### src/rtl/scoreboard_regfile.sv
`default_nettype none
//============================================================================
// Module      : scoreboard_regfile
// Description : Multi-read, single-write register file with a per-register
//               pending (scoreboard) bit. Decode reserves a destination,
//               writeback writes data and releases the reservation. Busy
//               flags feed the hazard/stall logic; busy_cnt tracks how many
//               registers are currently reserved.
// Ports       : clk        - clock, rising edge
//               rst        - synchronous reset, active-low
//               rd_addr    - NUM_RD packed read indices
//               rd_data    - NUM_RD packed read data (combinational)
//               rd_busy    - per read port: source pending, not written now
//               wr_en/wr_addr/wr_data - writeback port
//               rsv_en/rsv_addr       - reservation request from decode
//               rsv_stall  - reservation refused (WAW hold), combinational
//               flush      - clear every pending bit
//               busy_cnt   - registered number of pending registers
// Revision    : 1.0 - initial release
//============================================================================
module scoreboard_regfile #(
    parameter int DATA_W   = 16,
    parameter int NUM_REGS = 16,
    parameter int ADDR_W   = 4,
    parameter int NUM_RD   = 2,
    parameter int ZERO_REG = 1,
    parameter int BYPASS   = 1
) (
    input  logic                     clk,
    input  logic                     rst,
    input  logic [NUM_RD*ADDR_W-1:0] rd_addr,
    output logic [NUM_RD*DATA_W-1:0] rd_data,
    output logic [NUM_RD-1:0]        rd_busy,
    input  logic                     wr_en,
    input  logic [ADDR_W-1:0]        wr_addr,
    input  logic [DATA_W-1:0]        wr_data,
    input  logic                     rsv_en,
    input  logic [ADDR_W-1:0]        rsv_addr,
    output logic                     rsv_stall,
    input  logic                     flush,
    output logic [ADDR_W:0]          busy_cnt
);

    localparam logic c_zero_en   = (ZERO_REG != 0);
    localparam logic c_bypass_en = (BYPASS != 0);

    logic [DATA_W-1:0]   r_regs [NUM_REGS];
    logic [NUM_REGS-1:0] r_pend;

    logic [NUM_REGS-1:0] w_pend_next;
    logic [ADDR_W:0]     w_cnt_next;
    logic                w_wr_ok;
    logic                w_rsv_zero;
    logic                w_rsv_ok;

    // Register 0 is architecturally constant when ZERO_REG is set, so a write
    // to it neither stores data nor releases anything.
    assign w_wr_ok    = wr_en && !(c_zero_en && (wr_addr == '0));
    assign w_rsv_zero = c_zero_en && (rsv_addr == '0);

    // WAW hold: the destination already has an outstanding producer, unless
    // that producer is retiring in this very cycle. Independent of BYPASS.
    assign rsv_stall = rsv_en && r_pend[rsv_addr] && !(wr_en && (wr_addr == rsv_addr));
    assign w_rsv_ok  = rsv_en && !rsv_stall && !flush && !w_rsv_zero;

    // Clear from writeback first, then set from reserve, so a same-cycle
    // re-reservation of the retiring register keeps it pending.
    always_comb begin
        w_pend_next = r_pend;
        if (flush) begin
            w_pend_next = '0;
        end else begin
            if (w_wr_ok)  w_pend_next[wr_addr]  = 1'b0;
            if (w_rsv_ok) w_pend_next[rsv_addr] = 1'b1;
        end
    end

    always_comb begin
        w_cnt_next = '0;
        for (int i = 0; i < NUM_REGS; i++) begin
            w_cnt_next = w_cnt_next + {{ADDR_W{1'b0}}, w_pend_next[i]};
        end
    end

    always_ff @(posedge clk) begin
        if (!rst) begin
            for (int i = 0; i < NUM_REGS; i++) begin
                r_regs[i] <= '0;
            end
            r_pend   <= '0;
            busy_cnt <= '0;
        end else begin
            if (w_wr_ok) r_regs[wr_addr] <= wr_data;
            r_pend   <= w_pend_next;
            busy_cnt <= w_cnt_next;
        end
    end

    generate
        for (genvar p = 0; p < NUM_RD; p++) begin : g_rd
            logic [ADDR_W-1:0] w_addr;
            logic              w_zero;
            logic              w_hit;

            assign w_addr = rd_addr[p*ADDR_W +: ADDR_W];
            assign w_zero = c_zero_en && (w_addr == '0);
            // With BYPASS off the in-flight write is invisible until the edge,
            // both for data and for the busy flag.
            assign w_hit  = c_bypass_en && wr_en && (wr_addr == w_addr);

            assign rd_data[p*DATA_W +: DATA_W] = w_zero ? '0 :
                                                 w_hit  ? wr_data :
                                                          r_regs[w_addr];
            assign rd_busy[p] = !w_zero && r_pend[w_addr] && !w_hit;
        end
    endgenerate

endmodule
`default_nettype wire

### config.mk
export PLATFORM = sky130hd
export DESIGN_NAME = scoreboard_regfile
export DESIGN_NICKNAME = d
export VERILOG_FILES = /design/src/rtl/scoreboard_regfile.sv
export SDC_FILE = /design/constraint.sdc
export NUM_CORES = 1
export LEC_CHECK = 0
export ABC_CLOCK_PERIOD_IN_PS = 11400
export CAP_MARGIN = 10
export CORE_AREA = 2 2 202 204
export CTS_CLUSTER_SIZE = 30
export DETAILED_ROUTE_END_ITERATION = 16
export DIE_AREA = 0 0 204 206
export HOLD_SLACK_MARGIN = 0.12
export REMOVE_ABC_BUFFERS = 1
export SKIP_CTS_REPAIR_TIMING = 1
export SYNTH_ARGS = -nofsm -noshare
export SYNTH_HDL_FRONTEND = slang
export SYNTH_SLANG_ARGS = --single-unit
### constraint.sdc
create_clock -name clk -period 11.4 [get_ports clk]
set_input_delay 2.28 -clock clk [delete_from_list [all_inputs] [get_ports clk]]
set_output_delay 2.28 -clock clk [all_outputs]
set_load 0.01 [all_outputs]
-- After elaboration in Yosys (flattened, before gate mapping)
Memory sizes are Yosys's and may differ from the RTL's.
Cells that the tools add are included.
- add/sub/neg operators: 15
- order comparisons: 6
- equality and inequality tests: 3
- multiplexer cells: 25
- bitwise gates (word level): 3
- reductions and logical operators: 29
- operator list (operator ; count):
    16-bit 2-to-1 mux ; 9
    5-bit by 1-bit adder with 5-bit output ; 11
    4-bit by 5-bit less-than comparator with 1-bit output, second input constant ; 4
    16-bit bitwise AND ; 1
    4-bit logical NOT ; 4
    16-bit NOT ; 1
    16-bit OR ; 1
    16-bit OR reduction ; 1
    1-bit logical AND ; 15
    1-bit binary-select mux with 4-bit select ; 3
    4-bit == test ; 3
    1-bit 2-to-1 mux ; 10
    1-bit logical NOT ; 9
    1-bit demux with 4-bit select ; 2
    4-bit by 1-bit >= comparator with 1-bit output, second input constant ; 2
    4-bit by 1-bit adder with 5-bit output ; 1
    3-bit by 1-bit adder with 4-bit output ; 1
    4-bit 2-to-1 mux ; 1
    2-bit by 1-bit adder with 3-bit output ; 1
    1-bit by 1-bit adder with 2-bit output ; 1
- bits in registers: 21
- RAM bits: 256
- input port bits: 37
- memories: 1
- memory list (memory ; words ; width ; read ports ; clocked after Yosys merged registers in ; write ports ; line ; text):
    r_regs ; 16 ; 16 ; 2 ; 0 ; 16 ; 47 ; logic [DATA_W-1:0] r_regs [NUM_REGS];

-- Logic depth before layout (Yosys ltp)
Gate-level depths: netlist (run 1).
- depth in word-level cells: 26
- mapped depth: 19

-- Least setup slack after synthesis (run 1)
No wires, ideal clock.
- path kind: input port to flip-flop
- from: in rsv_addr[1]
- to: reg busy_cnt[3]
- arrival: 6708 ps
- data required time: 11261 ps
- slack: 4553 ps
- stages on the path: 18
- cell sequence: buf_6 > mux2_1 > mux4_2 > nor3b_2 > a211oi_2 > buf_2 > o31ai_1 > fa_1 > fa_1 > fa_1 > inv_1 > fa_1 > inv_1 > ha_1 > a21o_1 > a21oi_1 > xor2_1 > nor2_1
- elaborated cells between the ends (all ways): 36
- those cells by class: add/sub: 15; order compare: 2; eq/ne: 1; mux: 6; bitwise: 1; reduce/logical: 11
- RTL lines (what ; line ; text):
    start: declaration ; 38 ; input logic [ADDR_W-1:0] rsv_addr,
    branches (longest 8 deep; another with 4-bit by 5-bit less-than comparator with 1-bit output) ; n/a ;
    16-bit 2-to-1 mux (*) ; 74 ; if (w_rsv_ok) w_pend_next[rsv_addr] = 1'b1;
    16-bit 2-to-1 mux (*) ; 70 ; if (flush) begin
    via w_pend_next[7] ; 50 ; logic [NUM_REGS-1:0] w_pend_next;
    5-bit by 1-bit adder with 5-bit output (*) (9 in series) ; 81 ; w_cnt_next = w_cnt_next + {{ADDR_W{1'b0}}, w_pend_next[i]};
    end signal: assignment ; 95 ; busy_cnt <= w_cnt_next;
    end: declaration ; 41 ; output logic [ADDR_W:0] busy_cnt
Mark *: on every way through the listed nets, which the timed path passes. The select of a mux whose other input is x is not followed.
A chain may end at the register's enable or synchronous reset.

-- Final worst setup path (run 1)
- from: in wr_addr[2]
- to: out rd_data[20]
- word-level cells in the longest chain between the ends: 4
- ends and longest elaborated chain (what ; line ; text):
    start: declaration ; 35 ; input logic [ADDR_W-1:0] wr_addr,
    4-bit == test ; 109 ; assign w_hit = c_bypass_en && wr_en && (wr_addr == w_addr);
    1-bit logical AND ; 109 ;
    16-bit 2-to-1 mux ; 112 ; w_hit ? wr_data :
    16-bit 2-to-1 mux ; 111 ; assign rd_data[p*DATA_W +: DATA_W] = w_zero ? '0 :
    end: declaration ; 32 ; output logic [NUM_RD*DATA_W-1:0] rd_data,
No other way between the ends.

==> out/qor.csv, run 1 <==
stage,metric,value,unit
finish,fin_util,44.97,%
floorplanning,dieWidth,204,um
placement,place_area,0.01714,sq mm
critical_path,cp-start-kind,input pin,
route,ant_nets,0,
grt,grt_pass1_vias,10173,
route,drt-pass1-iter-count,5,
run,maxCapViolCount,0,
logic_synthesis,synthFlopType,edfxtp_1,
grt,antenna_found_initial,1,
critical_path,reg2reg_to,busy_cnt[3],
power_and_ir_drop,ir_drop,0.00008334,V
route,drcViolationCount,0,
critical_path,worst-setup-path-type,in -> out,
route,wl_per_cell,28.16,um
logic_synthesis,ys_ff_latch,277,
placement,io_buffers,76,
route,dr_wl_met2,22310,um
logic_synthesis,yosys-top-cells-area,"edfxtp_1 (49%), mux4_2 (25%), and2_1 (9.6%), dfxtp_1 (2.7%), o2bb2ai_1 (1.8%)",
grt,grt_max_degree,53,
critical_path,regToRegSetupSlack,6.28,ns
floorplanning,die_h,206,um
worst_hold_path,min_path_cells,2,
critical_path,path_max_fanout,16,
clocking,clkTransAtPathRegs,0.06,ns
power_and_ir_drop,leakage,6.234,nW
route,dr.max_layer_used,met4,
sta,tightest_slew,1.290,ns
logic_synthesis,synth_area_leader_cell,edfxtp_1,
sta,finalSetupTns,0,ns
sta,timing.hold.ws,0.5279,ns
finish,finalInstanceArea,0.01807,sq mm
clocking,max-clock-path-buffers,3,
critical_path,rr_startpoint,r_pend[11],
floorplanning,io_pins,77,
sta,finalMaxSlewViolations,0,
logic_synthesis,netlist.area_leader.share,48.76,%
placement,place_hpwl,28720,um
floorplanning,fp.coreArea,0.04018,sq mm
critical_path,arrival,5.53,ns
sta,finalClockSkew,0.01592,ns
sta,finalSetupViolations,0,
sta,rsz0062_at_grt,false,
finish,drive_gt1_share,23.45,%
grt,grt_pass1_wl,68940,um
finish,area_growth,14.62,%
critical_path,reg2regPathDepth,17,
floorplanning,initial_core_util,39.23,%
placement,place_congestion,0.8927,
clocking,root_buffer,clkbuf_16,
finish,seq_area,0.008108,sq mm
route,wl_met3,3766,um
finish,fillCellCount,3586,
route,num_vias,10016,
route,wl,47640,um
clocking,cts_made_buffers,30,
worst_hold_path,worst_hold_path.endpoint,r_pend[14],
grt,grtUsageTotal,23.04,%
logic_synthesis,synth_edf_count,256,
finish,diodes,0,
route,drtIter0Drc,1040,
clocking,h-tree-depth,1,
logic_synthesis,yosysSeqAreaShare,51.43,%
logic_synthesis,syn-cell-area,0.01577,sq mm
sta,timing_hold_violations_final,0,
sta,fmax,128.0,MHz
logic_synthesis,synthCells,1073,
outcome,outcome,completed,
sta,min_period,7.810,ns
worst_hold_path,hp-class,reg -> reg,
floorplanning,die_area,0.04202,sq mm
clocking,clock_sinks,277,
logic_synthesis,synthArstFlopShare,0,%
worst_hold_path,min-delay-start,r_pend[14],
finish,multi_input_area,0.007182,sq mm
placement,place_inst,1637,
route,drt-met1-wl,19910,um
finish,instances_no_fill,1692,
critical_path,end_kind,primary output,
logic_synthesis,syn_area_per_cell,14.69,sq um
floorplanning,rows,74,
logic_synthesis,yosys.cell_types.count,45,
clocking,clock_latency,0.56,ns
grt,grt_overflow,0,
finish,nets,1189,
critical_path,worstPathRequired,9.12,ns
sta,relSlewSlack,13.89,%
power_and_ir_drop,p_per_area,138.6,mW/mm^2
logic_synthesis,yosys_warnings,0,
sta,period_share,68.50,%
route,viasPerCell,5.920,
clocking,cts_tree,built,
## worst max path at each step
| stage | from | end | slack, ns | cells after the start |
|---|---|---|---|---|
| final | wr_addr[2] | rd_data[20] | 3.59 | 8 |
| after detailed placement | rsv_addr[1] | busy_cnt[3] | 3.37 | 18 |
| after floorplan | rsv_addr[1] | busy_cnt[3] | 4.19 | 16 |
| after global placement | rsv_addr[1] | busy_cnt[3] | 3.56 | 18 |
| after global routing | wr_addr[2] | rd_data[20] | 3.50 | 8 |
| after CTS | rd_addr[0] | rd_data[12] | 3.64 | 7 |
## registers in the layout (all words and copies together) (netlist names)
register / cells
busy_cnt: 5
r_pend: 16
r_regs: 256
## critical path, stage by stage
cell	delay, ns
clkdlybuf4s50_1	0.77
xor2_1	0.29
nor3_1	0.27
nand3_1	0.12
nor2_2	0.77
buf_4	0.31
o2bb2ai_1	0.14
clkdlybuf4s50_1	0.56
## report_power, final
part	switching (W)	internal, W	leakage, nW
combinational	0.000187	0.000181	3.16
clock	0.000402	0.000537	0.448
sequential	0.0000277	0.00117	2.62
## routing by layer
layer | up-vias | global-route usage [%]
met5 | - | 0
met4 | 0 | 8.075
met3 | 104 | 3.453
met2 | 485 | 36.89
met1 | 5194 | 32.27
li1 | 4233 | -
## metrics by stage
stage | power [W] | setup WS (ns)
floorplan | 0.001398 | 4.191
global placement | 0.001581 | 3.556
detailed placement | 0.001588 | 3.375
CTS | 0.002513 | 3.641
global route | 0.002582 | 3.504
finish | 0.002504 | 3.590
## cell usage after synthesis (2+ instances only)
master / n
nand2_1: 46
a31o_2: 2
o22ai_1: 4
nand3_1: 21
edfxtp_1: 256
mux2i_1: 4
buf_1: 5
o21ai_1: 5
mux2_1: 4
o32a_1: 2
o31ai_1: 10
ha_1: 5
or3_1: 6
or2_2: 3
and2_1: 242
nor3_1: 6
nor2_1: 24
buf_6: 2
dfxtp_1: 21
nand2b_1: 8
nor2b_1: 10
nand3b_1: 4
xnor2_1: 3
o32ai_1: 9
buf_2: 20
and3_1: 2
clkbuf_1: 68
fa_1: 10
nor4_1: 2
xor2_1: 10
a21oi_1: 2
inv_1: 42
mux4_2: 172
o2bb2ai_1: 32
## area by class of cell
cell class,instances,area share (%)
Tap cell,532,3.684
Clock buffer,36,4.397
Timing Repair Buffer,113,5.657
Clock inverter,19,0.7755
Multi-Input combinational cell,673,39.75
Sequential cell,277,44.87
Inverter,42,0.8725
## kinds of logic (layout without fill, tap and decap cells)
kind of cell,count (synthesis),count (layout),synth area share [%]
AOI/OAI and AO/OA,71,71,3.714
xor gates and xnor gates,13,13,0.7222
adders and majority gates,15,15,1.667
buffers and inverters,138,210,3.563
DFF,277,277,51.43
muxes,180,180,25.11
other,1,16,0.02379
and+or+nand+nor,378,378,13.77
## cell usage in the layout, fill, tap and decap left out, types with 21 or more instances in the layout
master           count
o2bb2ai_1           32
edfxtp_1           256
inv_1               42
clkdlybuf4s50_1     70
dfxtp_1             21
clkbuf_16           31
buf_4               40
nand3_1             21
and2_1             242
mux4_2             172
nand2_1             45
No activity file was read; power rests on OpenSTA's default activity.
==> run 2: changes to the inputs <==
- ABC_CLOCK_PERIOD_IN_PS: 11400 -> 7000
- clock period: 11.4 -> 7 ns (I/O delays scaled with it)
==> run 2 against run 1 <==
Compared with the run above:
- first-iteration DRC count is 13% higher
- via count is 0.95% higher
- power grew 72%
- sequential power up 63%
- utilization increased by 0.77 points
- global-route usage up 0.59 points
- sequential share of layout area decreased by 0.76 points
- clock skew decreased by 0.0067 ns
- non-clock buffer count up 18
- wire length is 0.92% higher
- critical endpoint is now busy_cnt[2]
- largest cell class unchanged
==> out/qor.csv, run 2 (same netlist as run 1, synthesis figures left out) <==
stage,metric,value,unit,change
outcome,outcome,completed,,
finish,reg_top3,"r_regs x256, r_pend x16, busy_cnt x5",,
power_and_ir_drop,seq_power_share,45.4,%,-2.4 points
sta,finalSetupTns,0,ns,unchanged
critical_path,worst-setup-path-type,in -> reg,,
critical_path,critPathMaxStageDelay,0.60,ns,-0.17 ns
finish,diodes,0,,unchanged
clocking,clock_latency,0.52,ns,-0.04 ns
finish,largest_register,r_regs,,
sta,relSlewSlack,13.13,%,-0.76 points
finish,final_common_cell,edfxtp_1,,
floorplanning,dieWidth,204,um,unchanged
route,wl,48080,um,+0.92%
clocking,cts_made_buffers,34,,+13%
grt,grt_max_degree,32,,-40%
critical_path,worstPathRequired,7.44,ns,-1.68 ns
finish,final_cell_mix,"edfxtp_1 (256), and2_1 (242), mux4_2 (172)",,
sta,timing_hold_violations_final,0,,unchanged
clocking,clkTransAtPathRegs,0.06,ns,about the same
sta,finalMaxSlewViolations,0,,unchanged
route,viasPerCell,5.906,,-0.23%
grt,grt_overflow,0,,unchanged
clocking,max-clock-path-buffers,3,,unchanged
route,drtIter0Drc,1179,,+13%
floorplanning,rows,74,,unchanged
critical_path,reg2regPathDepth,17,,unchanged
floorplanning,fp.coreArea,0.04018,sq mm,unchanged
power_and_ir_drop,switching_power,0.001032,W,+68%
clocking,h-tree-depth,2,,+1
grt,antenna_found_initial,0,,-1
power_and_ir_drop,fin_total_pwr,0.004295,W,+72%
route,drt-pass1-iter-count,5,,unchanged
power_and_ir_drop,ir_drop,0.0001636,V,+96%
sta,period_share,88.87,%,
critical_path,worst-path-buf-inv,5,,+2
grt,grtUsageTotal,23.63,%,+0.59 points
critical_path,path_max_fanout,30,,+14
placement,place_congestion,0.8556,,-4.2%
power_and_ir_drop,p_comb_share,14.2,%,-0.5 points
finish,area_growth,16.59,%,
route,num_vias,10111,,+0.95%
critical_path,cp_common_cell,fa_1,,
critical_path,cpMaxStageDelayCell,clkdlybuf4s50_1,,
sta,finalClockSkew,0.009182,ns,-0.006738 ns
floorplanning,die_h,206,um,unchanged
sta,tightest_slew,1.298,ns,+0.007953 ns
power_and_ir_drop,intPower,0.003263,W,+73%
critical_path,cp_top_family,adder cells,,
critical_path,cp-start-kind,input pin,,
clocking,cts_tree,built,,
floorplanning,initial_core_util,39.23,%,unchanged
clocking,root_buffer,clkbuf_16,,
sta,finalSetupViolations,0,,unchanged
critical_path,cp.depth,18,,+10
power_and_ir_drop,leakage,6.412,nW,+2.9%
route,wl_per_cell,28.08,um,-0.26%
floorplanning,die_area,0.04202,sq mm,unchanged
finish,fin_util,45.74,%,+0.77 points
worst_hold_path,hp-class,reg -> reg,,
sta,min_period,6.221,ns,
power_and_ir_drop,p_sw_share,24.04,%,-0.57 points
power_and_ir_drop,p_per_area,233.7,mW/mm^2,+69%
clocking,clock_sinks,277,,unchanged
power_and_ir_drop,power.share.clock,40.4,%,+2.9 points
finish,nets,1211,,+1.9%
critical_path,regToRegSetupSlack,1.93,ns,-4.35 ns
critical_path,end_kind,flip-flop,,
sta,rsz0062_at_grt,false,,
placement,io_buffers,76,,unchanged
finish,largest_reg_flops,256,,unchanged
critical_path,crit_chain,"clkdlybuf4s50_1, mux2_1, mux4_2, nor3b_2, a211oi_2, buf_12, o32ai_1, fa_1, fa_1, fa_1, inv_1, fa_1, inv_1, ha_1, inv_1, fa_1, nor2b_1, nor3_1",,
finish,drive_gt1_share,24.92,%,+1.5 points
sta,fmax,160.7,MHz,
critical_path,arrival,6.66,ns,+1.13 ns
grt,grt_pass1_vias,10350,,+1.7%
placement,place_area,0.01730,sq mm,+0.97%
run,maxCapViolCount,0,,unchanged
grt,grt_pass1_wl,70220,um,+1.9%
placement,place_hpwl,28970,um,+0.90%
worst_hold_path,min_path_cells,2,,unchanged
finish,finalInstanceArea,0.01838,sq mm,+1.7%
route,drcViolationCount,0,,unchanged
route,ant_nets,0,,unchanged
floorplanning,io_pins,77,,unchanged
==> run 2: cell types whose count changed in the layout (fill, tap and decap cells not counted), moves of 2 or more <==
| cell | before | now |
|---|---|---|
| bufinv_16 | 2 | 4 |
| clkbuf_16 | 31 | 35 |
| clkinvlp_4 | 3 | 0 |
| buf_12 | 0 | 3 |
| clkinv_1 | 10 | 8 |
| buf_4 | 40 | 56 |
==> run 2: path summary, 6_finish.rpt <==
kind                from     endpoint
max reg2reg   r_pend[11]  busy_cnt[2]
min reg2reg   r_pend[14]   r_pend[14]
max          rsv_addr[1]  busy_cnt[2]
min           r_pend[14]   r_pend[14]
==> run 2: per-layer routing <==
layer | part of all wire [%] | track usage (%) | up-vias
li1 | - | - | 4277
met4 | 3.2 | 8.049 | 0
met5 | 0 | 0 | -
met1 | 40 | 32.77 | 5202
met3 | 9.7 | 4.967 | 92
met2 | 47 | 37.21 | 540
==> run 2: worst min-delay path, delay by kind of cell, from the launching register on <==
kind	cells	cell delay (ns)
flops	1	0.36
simple gates	1	0.08
compound gates	1	0.06
==> run 2: cell type report <==
cell class                      instances  area, sq um
Clock buffer                           39        890.9
Clock inverter                         18        187.7
Fill cell                            3579        21800
Inverter                               42        157.7
Multi-Input combinational cell        673         7179
Sequential cell                       277         8108
Tap cell                              532        665.6
Timing Repair Buffer                  131         1191
==> run 2: power by group through the flow <==
stage	clock network, W	registers, W	logic [W]
3_3_place_gp	0	0.00197	0.000608
2_1_floorplan	0	0.00196	0.000312
6_report	0.00174	0.00195	0.000610
5_1_grt	0.00183	0.00196	0.000648
4_1_cts	0.00176	0.00195	0.000612
3_5_place_dp	0	0.00198	0.000612
==> run 2: metrics by stage <==
| step | hold WS (ns) | std cells | setup WS, ns |
|---|---|---|---|
| after floorplan | 0.4658 | 992 | 0.6706 |
| after global placement | 0.5308 | 1655 | 0.3858 |
| after detailed placement | 0.5314 | 1655 | 0.2541 |
| after CTS | 0.5408 | 1712 | 0.7831 |
| after global routing | 0.5587 | 1712 | 0.5338 |
| final | 0.5374 | 1712 | 0.7790 |
==> run 3: changes to the inputs <==
- CORE_AREA: 2 2 202 204 -> 2 2 181 183
- DIE_AREA: 0 0 204 206 -> 0 0 183 185
- PLACE_DENSITY: default -> 0.7
==> run 3 against run 2 <==
Compared with the run above:
- final cell count down 8.9%
- clock-buffer cell count increased by 7
- sequential power barely moved
- largest power group unchanged
- power down 5.8%
- sequential share of layout area is 1.2 points higher
- maximum frequency decreased by 0.55%
- final area decreased by 2.7%
- worst hold slack worse by 0.010 ns
- sequential cell count is the same
- critical path type unchanged
- clock power fell by 14%
- largest cell class unchanged
==> out/qor.csv, run 3 (same netlist as run 1, synthesis figures left out) <==
stage,metric,value,unit,change
outcome,outcome,completed,,
floorplanning,die_area,0.03386,sq mm,-19%
clocking,cts_made_buffers,31,,-8.8%
finish,fin_util,55.83,%,+10 points
sta,rsz0062_at_grt,false,,
finish,largest_register,r_regs,,
sta,finalMaxSlewViolations,0,,unchanged
route,wl,45090,um,-6.2%
grt,grtUsageMet1,37.72,%,+5.0 points
sta,timing_hold_violations_final,0,,unchanged
grt,antenna_found_initial,0,,unchanged
clocking,clock_sinks,277,,unchanged
floorplanning,die_h,185,um,-10%
sta,timing.hold.ws,0.5269,ns,-0.01050 ns
finish,fillCellCount,2576,,-28%
sta,period_share,89.37,%,+0.49 points
clocking,max-clock-path-buffers,3,,unchanged
finish,nets,1180,,-2.6%
critical_path,end_kind,flip-flop,,
power_and_ir_drop,switching_power,0.001010,W,-2.2%
power_and_ir_drop,p_comb_share,14.8,%,+0.6 points
floorplanning,initial_core_util,49.20,%,+10 points
grt,grtUsageTotal,27.18,%,+3.5 points
route,num_vias,10106,,-0.049%
power_and_ir_drop,p_sw_share,24.96,%,+0.93 points
sta,finalClockSkew,0.01308,ns,+0.003900 ns
critical_path,worst-setup-path-type,in -> reg,,
sta,finalSetupTns,0,ns,unchanged
route,wl_per_cell,28.92,um,+3.0%
route,viasPerCell,6.482,,+9.8%
power_and_ir_drop,seq_power_share,48.2,%,+2.8 points
run,maxCapViolCount,0,,unchanged
sta,tightest_slew,1.260,ns,-0.03805 ns
critical_path,cp-start-kind,input pin,,
power_and_ir_drop,ir_drop,0.0002244,V,+37%
grt,grt_use_met2,43.39,%,+6.2 points
power_and_ir_drop,leakage,6.187,nW,-3.5%
clocking,h-tree-depth,1,,-1
placement,place_congestion,0.9410,,+10%
sta,min_period,6.256,ns,+0.03457 ns
clocking,clock_latency,0.57,ns,+0.05 ns
placement,place_hpwl,26480,um,-8.6%
clocking,clkTransAtPathRegs,0.06,ns,about the same
finish,area_growth,13.48,%,
route,drtIter0Drc,1303,,+11%
power_and_ir_drop,intPower,0.003035,W,-7.0%
sta,relSlewSlack,15.72,%,+2.6 points
power_and_ir_drop,power.share.clock,37.0,%,-3.4 points
finish,reg_top3,"r_regs x256, r_pend x16, busy_cnt x5",,
floorplanning,rows,66,,-11%
clocking,cts_tree,built,,
floorplanning,dieWidth,183,um,-10%
critical_path,worstPathRequired,7.44,ns,about the same
grt,grt-busiest-layer,met2,,
power_and_ir_drop,p_per_area,226.1,mW/mm^2,-3.2%
clocking,root_buffer,clkbuf_16,,
critical_path,arrival,6.70,ns,+0.04 ns
grt,grt_pass1_vias,10160,,-1.8%
worst_hold_path,hp-class,reg -> reg,,
sta,finalSetupViolations,0,,unchanged
finish,final_cell_mix,"edfxtp_1 (256), and2_1 (242), mux4_2 (172)",,
route,drcViolationCount,0,,unchanged
placement,io_buffers,76,,unchanged
finish,largest_reg_flops,256,,unchanged
grt,grt_overflow,0,,unchanged
grt,grt.met3_usage,5.446,%,+0.48 points
floorplanning,io_pins,77,,unchanged
critical_path,path_max_fanout,30,,unchanged
route,drt-pass1-iter-count,5,,unchanged
sta,fmax,159.9,MHz,-0.55%
route,ant_nets,0,,unchanged
finish,drive_gt1_share,23.48,%,-1.4 points
finish,final_common_cell,edfxtp_1,,
grt,grt_pass1_wl,66030,um,-6.0%
floorplanning,fp.coreArea,0.03204,sq mm,-20%
grt,grt_max_degree,36,,+13%
run 3: cell types whose count changed in the layout (fill, tap and decap cells not counted), sizes merged:
cell / previous run / this run
buf: 61 / 33
bufinv: 4 / 0
clkbuf: 39 / 46
clkinv: 12 / 5
clkinvlp: 1 / 2
diode: 0 / 1
inv: 43 / 44
run 3: power by group through the flow:
stage | registers, W | logic, W | clock network, W
after floorplan | 0.00196 | 0.000312 | 0
after global placement | 0.00197 | 0.000592 | 0
after detailed placement | 0.00198 | 0.000597 | 0
after CTS | 0.00195 | 0.000599 | 0.00150
after global routing | 0.00196 | 0.000633 | 0.00156
final | 0.00195 | 0.000600 | 0.00150
run 3: critical path, stage by stage:
cell,delay (ns)
clkdlybuf4s50_1,0.61
mux2_1,0.35
mux4_2,0.50
nor3b_2,0.21
a211oi_2,0.08
buf_12,0.19
o32ai_1,0.45
fa_1,0.52
fa_1,0.41
fa_1,0.51
inv_1,0.05
fa_1,0.54
inv_1,0.06
ha_1,0.29
a21o_1,0.15
a21oi_1,0.16
xor2_1,0.16
nor2_1,0.05
run 3: layout make-up:
cell class	count	area, sq um	share of cell area (%)
Multi-Input combinational cell	673	7221	40.36
Inverter	42	157.7	0.8812
Clock inverter	9	67.56	0.3777
Tap cell	408	510.5	2.854
Timing Repair Buffer	103	980.9	5.483
Clock buffer	46	842.1	4.707
Antenna cell	1	2.502	0.01399
Sequential cell	277	8108	45.32
run 3: layer usage:
layer	part of all wire, %	up-vias	wire, um
li1	-	4214	-
met4	3.0	0	1361
met1	39	5215	17690
met2	47	588	21380
met3	10	89	4653
met5	0	-	0
run 3: path summary, 6_finish.rpt:
check	slack, ns	end	cells past startpoint	from
worst min-delay path	0.53	r_pend[14]	2	r_pend[14]
worst min register to register	0.53	r_pend[14]	2	r_pend[14]
worst max-delay path	0.74	busy_cnt[3]	18	rsv_addr[1]
worst max register to register	1.85	busy_cnt[3]	17	r_pend[11]
run 3: per-stage QoR:
step	std cells	setup WS [ns]	cell area, sq um	total power (W)
6_report	1559	0.7444	17890	0.004045
5_1_grt	1558	0.4588	17890	0.004155
4_1_cts	1558	0.7261	17890	0.004053
3_5_place_dp	1503	0.1214	16980	0.002581
3_3_place_gp	1503	0.4038	16980	0.002567
2_1_floorplan	992	0.6706	15420	0.002277
